===== src/rtl/dcache_ctrl.sv =====
// Direct-mapped, write-back, write-allocate data cache with a word-serial writeback/refill FSM.
// Define DCACHE_STATS_EN to add the saturating hit_cnt/miss_cnt counter outputs.
module dcache_ctrl #(
    parameter int SET_LOG  = 4,
    parameter int LINE_LOG = 2
) (
    input  logic        clk,
    input  logic        CpuRst_n,
    input  logic        rd_req,
    input  logic        wr_req,
    input  logic [31:0] addr,
    input  logic [31:0] wdata,
    input  logic [3:0]  wbe,
    output logic [31:0] rdata,
    output logic        DCacheMiss,
    output logic        mem_rd_req,
    output logic        mem_wr_req,
    output logic [31:0] mem_addr,
    output logic [31:0] mem_wdata,
    input  logic [31:0] mem_rdata,
    input  logic        mem_ack
`ifdef DCACHE_STATS_EN
    ,
    output logic [31:0] hit_cnt,
    output logic [31:0] miss_cnt
`endif
);

    localparam int TAG_W = 32 - 2 - LINE_LOG - SET_LOG;
    localparam int SETS  = 1 << SET_LOG;
    localparam int WORDS = 1 << LINE_LOG;

    typedef enum logic [1:0] {
        IDLE = 2'd0,
        WB   = 2'd1,
        FILL = 2'd2
    } state_e;

    state_e              state_q;
    logic [LINE_LOG-1:0] cnt_q;
    logic [SETS-1:0]     valid_q;
    logic [SETS-1:0]     dirty_q;
    logic                mem_rd_q;
    logic                mem_wr_q;
    logic [TAG_W-1:0]    tag_q  [SETS];
    logic [31:0]         data_q [SETS][WORDS];

    logic [TAG_W-1:0]    a_tag;
    logic [SET_LOG-1:0]  a_idx;
    logic [LINE_LOG-1:0] a_off;
    logic                req;
    logic                hit;
    logic                idle;
    logic                cnt_last;
    logic                wr_hit;
    logic                fill_ack;
    logic                unused_addr_lo;

    assign a_tag          = addr[31 -: TAG_W];
    assign a_idx          = addr[2+LINE_LOG +: SET_LOG];
    assign a_off          = addr[2 +: LINE_LOG];
    assign unused_addr_lo = ^addr[1:0];

    assign req      = rd_req | wr_req;
    assign hit      = valid_q[a_idx] && (tag_q[a_idx] == a_tag);
    assign idle     = (state_q == IDLE);
    assign cnt_last = (cnt_q == {LINE_LOG{1'b1}});
    // A simultaneous read+write is treated as a store.
    assign wr_hit   = idle && wr_req && hit;
    assign fill_ack = (state_q == FILL) && mem_ack;

    assign DCacheMiss = (req && !hit) || !idle;
    assign rdata      = (rd_req && !DCacheMiss) ? data_q[a_idx][a_off] : '0;
    assign mem_rd_req = mem_rd_q;
    assign mem_wr_req = mem_wr_q;

    always_comb begin
        mem_addr  = '0;
        mem_wdata = '0;
        case (state_q)
            WB: begin
                mem_addr  = {tag_q[a_idx], a_idx, cnt_q, 2'b00};
                mem_wdata = data_q[a_idx][cnt_q];
            end
            FILL: mem_addr = {a_tag, a_idx, cnt_q, 2'b00};
            default: ;
        endcase
    end

    always_ff @(posedge clk or negedge CpuRst_n) begin
        if (!CpuRst_n) begin
            state_q  <= IDLE;
            cnt_q    <= '0;
            valid_q  <= '0;
            dirty_q  <= '0;
            mem_rd_q <= 1'b0;
            mem_wr_q <= 1'b0;
        end else begin
            case (state_q)
                IDLE: begin
                    if (req && hit) begin
                        if (wr_req) dirty_q[a_idx] <= 1'b1;
                    end else if (req) begin
                        cnt_q <= '0;
                        if (dirty_q[a_idx]) begin
                            state_q  <= WB;
                            mem_wr_q <= 1'b1;
                        end else begin
                            state_q  <= FILL;
                            mem_rd_q <= 1'b1;
                        end
                    end
                end
                WB: begin
                    if (mem_ack) begin
                        cnt_q <= cnt_q + LINE_LOG'(1);
                        if (cnt_last) begin
                            dirty_q[a_idx] <= 1'b0;
                            cnt_q          <= '0;
                            state_q        <= FILL;
                            mem_wr_q       <= 1'b0;
                            mem_rd_q       <= 1'b1;
                        end
                    end
                end
                FILL: begin
                    if (mem_ack) begin
                        cnt_q <= cnt_q + LINE_LOG'(1);
                        // Valid only goes up once every word is in, so an aborted fill leaves the line invalid.
                        if (cnt_last) begin
                            valid_q[a_idx] <= 1'b1;
                            dirty_q[a_idx] <= 1'b0;
                            cnt_q          <= '0;
                            state_q        <= IDLE;
                            mem_rd_q       <= 1'b0;
                        end
                    end
                end
                default: begin
                    state_q  <= IDLE;
                    mem_rd_q <= 1'b0;
                    mem_wr_q <= 1'b0;
                end
            endcase
        end
    end

    always_ff @(posedge clk) begin
        if (wr_hit) begin
            for (int b = 0; b < 4; b++) begin
                if (wbe[b]) data_q[a_idx][a_off][8*b +: 8] <= wdata[8*b +: 8];
            end
        end
        if (fill_ack) begin
            data_q[a_idx][cnt_q] <= mem_rdata;
            if (cnt_last) tag_q[a_idx] <= a_tag;
        end
    end

`ifdef DCACHE_STATS_EN
    logic [31:0] hit_cnt_q;
    logic [31:0] miss_cnt_q;

    always_ff @(posedge clk or negedge CpuRst_n) begin
        if (!CpuRst_n) begin
            hit_cnt_q  <= '0;
            miss_cnt_q <= '0;
        end else begin
            if (idle && req && hit && (hit_cnt_q != '1)) hit_cnt_q <= hit_cnt_q + 32'd1;
            if (idle && req && !hit && (miss_cnt_q != '1)) miss_cnt_q <= miss_cnt_q + 32'd1;
        end
    end

    assign hit_cnt  = hit_cnt_q;
    assign miss_cnt = miss_cnt_q;
`endif

endmodule


===== config.mk =====
export PLATFORM = sky130hd
export DESIGN_NAME = dcache_ctrl
export DESIGN_NICKNAME = d
export VERILOG_FILES = /design/src/rtl/dcache_ctrl.sv
export SDC_FILE = /design/constraint.sdc
export NUM_CORES = 2
export LEC_CHECK = 0
export ABC_AREA = 1
export CELL_PAD_IN_SITES_DETAIL_PLACEMENT = 0
export CELL_PAD_IN_SITES_GLOBAL_PLACEMENT = 1
export CORE_MARGIN = 8
export CORE_UTILIZATION = 56
export CTS_CLUSTER_SIZE = 40
export DETAILED_ROUTE_END_ITERATION = 10
export PLACE_DENSITY = 0.92
export SYNTH_ARGS = -nofsm -noshare
export SYNTH_HDL_FRONTEND = slang
export SYNTH_SLANG_ARGS = --single-unit

===== constraint.sdc =====
create_clock -name clk -period 5.7 [get_ports clk]
set_input_delay 0.855 -clock clk [delete_from_list [all_inputs] [get_ports clk]]
set_output_delay 0.855 -clock clk [all_outputs]
set_load 0.01 [all_outputs]

==> flow_summary.json <==
{
  "path_cells": "clkdlybuf4s50_1 > buf_4 > nor2_4 > buf_4 > buf_4 > inv_4 > buf_12 > buf_12 > a21oi_1 > nor4_2 > o22ai_1 > a211oi_1 > buf_4 > nor2_1 > clkdlybuf4s50_1",
  "cts-root-buf": "clkbuf_16",
  "hold_class": "in -> async",
  "clockBufferDepth": 3,
  "syn_area_per_cell_um2": 13.63,
  "cp_num_buf_inv": 9,
  "routed_via_density": 6.542,
  "synth_top_family_by_area": "compound AO/OA/AOI/OAI gates",
  "tightest_slew_ps": 1336,
  "grt_usage_pct": 30.59,
  "htree_levels": 4,
  "antenna_found_initial": 28,
  "dr.pass1.iters": 6,
  "crit_slowest_cell": "clkdlybuf4s50_1",
  "maxCapViolations": 0,
  "outcome": "complete, but fails checks",
  "grt_pass1_vias": 65010,
  "setup_viol": 2,
  "ys_seq_area_share_pct": 75.56,
  "cts_buffers": 228,
  "critPathMaxStageDelay_ps": 670,
  "synthMuxAreaShare_pct": 0,
  "rsz0062_at_grt": "false",
  "synthCells": 7185,
  "async_flop_share_pct": 1.538,
  "cts_tree": "done",
  "skew_ps": 43.47,
  "fin_area_um2": 113800,
  "synth_most_common_cell": "edfxtp_1",
  "ant_nets": 0,
  "worst_slack_ps": -40.95,
  "synth_enable_flop_cells": 2432,
  "slew_headroom_pct": 10.32,
  "startpoint_type": "primary input",
  "clk_pin_slew_ps": 60,
  "synth_top_area_share_pct": 74.59,
  "postCtsHoldBufs": 0,
  "synth-xor-area-share_pct": 0,
  "hpwl_um": 185100,
  "io_buffers": 199,
  "vdd_drop_max_mv": 0.3868,
  "wl_um": 296800,
  "fmax_ghz": 0.1742,
  "netlist_area_um2": 97900,
  "crit_top_cell": "buf_4",
  "die_x_um": 434.1,
  "yosys.area.top_type": "edfxtp_1",
  "p_sw_share_pct": 25.35,
  "yosys.area_share.simple_pct": 8.814,
  "grt_pass1_wl_um": 425500,
  "seqPwrFrac_pct": 50.7,
  "finish.net_count": 7838,
  "powerDensity_nw_per_um2": 356.5,
  "area_growth_pct": 16.20,
  "row_count": 153,
  "ys_seq_elements": 2470,
  "ys_top_cells_by_area": "edfxtp_1, a22oi_1, nand2_1, a21oi_1, clkbuf_1",
  "io-pin-count": 204,
  "wl_per_cell_um": 28.92,
  "clkPwrFrac_pct": 37.2,
  "cp.required_ps": 4850,
  "die-area_um2": 188500,
  "synth_compound_area_share_pct": 13.01,
  "drt_iter0_drc": 10070,
  "leakagePower_nw": 38.98,
  "rrSetupSlack_ps": 1510,
  "insertion_delay_ps": 880,
  "final_max_slew_viol_count": 0,
  "switching_power_w": 0.01028,
  "synthAdderAreaFrac_pct": 0.1022,
  "finish.utilization_pct": 65.45,
  "path_max_fanout": 16,
  "p_comb_share_pct": 12.0,
  "worst_ep_arrival_time_ps": 4890,
  "critPathCaptureType": "output pin",
  "hold_violations": 0,
  "critical_path_class": "in -> out",
  "vias": 67160,
  "synthTopCellsByCount": "edfxtp_1, nand2_1, a22oi_1, a21oi_1, clkbuf_1",
  "initial_core_util_pct": 56.32,
  "overflow": 0,
  "ys_warn_count": 0,
  "clock-sinks": 2470,
  "final_layout_size_suffix_gt1_share_pct": 12.81,
  "period_needed_ps": 5741,
  "core_um2": 173800,
  "grt_max_degree": 99,
  "dpl_cell_area_um2": 106200,
  "fin_crit_sh_pct": 100.7,
  "violations": "negative setup slack",
  "intPower_w": 0.03028,
  "synth_cell_type_count": 38,
  "cp_top_family": "buffers and inverters",
  "drc_errors": 0,
  "die_h_um": 434.1,
  "gp_congestion": 0.9309,
  "synth_ff_type": "edfxtp_1"
}
[per-stage QoR]
stage               instances  setup TNS, ps  hold slack (ps)  total power [W]  setup slack, ps
floorplan                7186              0            427.1          0.02331             1537
global placement         9815         -183.6            437.9          0.02551           -69.58
detailed placement       9815         -187.4            445.2          0.02564           -72.83
CTS                     10240              0            146.9          0.04042            70.15
global route            10250              0            204.7          0.04146            9.381
finish                  10270         -55.79            161.6          0.04056           -40.95
[final timing paths]
path | start | to | cells past startpoint
max in group asynchronous | CpuRst_n | cnt_q[1] | 1
hold / removal | CpuRst_n | state_q[0] | 1
setup reg to reg | tag_q[6][6] | data_q[7][21] | 17
min in group clk | valid_q[5] | valid_q[5] | 2
setup / recovery | addr[6] | rdata[22] | 15
hold reg to reg | valid_q[5] | valid_q[5] | 2
[state kept, by name, summed over array words and instances (netlist names), named ones only]
signal      count
valid_q        16
mem_rd_req      1
mem_wr_req      1
state_q         2
tag_q         384
cnt_q           2
data_q       2048
[cells in the final DEF, fill, tap and decap left out, types with 5 or more instances in the layout]
cell and n:
diode_2 23, clkinvlp_4 12, clkbuf_16 228, buf_12 54, o21bai_1 10, clkbuf_1 46
a22oi_1 1033, buf_4 561, o21ai_1 67, a211oi_1 6, nor4_2 7, clkinv_1 71
edfxtp_1 2432, ha_1 7, inv_4 5, a21oi_1 718, nor2_4 23, clkdlybuf4s50_1 191
bufinv_16 23, or2_2 10, nand2_1 1574, clkinv_2 41, nand4_4 10, o21ai_0 121
nor4_1 74, nand2_4 5, dfrtp_1 36, a221oi_1 7, o22ai_1 26, or4_1 10
nand4_1 76, o211ai_1 12, inv_1 88, nand3_1 102, nor2_1 183, clkinv_8 5
[routing by layer]
metal,up-vias,wire [um],global-route usage (%)
met1,32510,98650,37.46
met5,-,126,0.07682
met3,1161,37860,8.790
met4,18,23460,20.34
li1,28420,-,-
met2,5049,136700,47.58
[cell families (layout without fill, tap and decap cells)]
family / after synthesis / count (layout)
buf+inv: 616 / 1347
flops: 2470 / 2470
simple gates: 2088 / 2088
fa+ha+maj: 8 / 8
compound gates: 2002 / 2002
other cells: 1 / 25
[layout make-up]
cell class                 instances  area, um2
antenna                           23      57.56
clock buffer                     276       5906
clock inverter                   146       1475
fill                           11680      60060
inverter                         116      471.7
multi-input combinational       4100      21740
sequential                      2470      73980
tap                             2325       2909
timing repair buffer             809       7226
[worst reg2reg max path: cells and delay by family (launching register included)]
| family | cells | cell delay (ps) |
|---|---|---|
| AO/OA/AOI/OAI | 2 | 840 |
| flip-flops | 1 | 360 |
| buffers and inverters | 2 | 550 |
| AND/OR/NAND/NOR | 13 | 2130 |
[power groups by stage]
stage               logic, W  registers (W)  clock network, W
detailed placement   0.00468         0.0210                 0
global placement     0.00455         0.0210                 0
global route         0.00510         0.0206            0.0158
CTS                  0.00472         0.0206            0.0151
floorplan            0.00235         0.0210                 0
finish               0.00488         0.0206            0.0151
[what timing repair did]
item / 4_1_cts / 5_1_grt
setup endpoints to repair: 4 / 15
resized for setup: 2 / 7
setup buffers: 0 / 5
pin swaps: 0 / 1
cloned: 0 / 0
(Power assumes the default switching activity.)
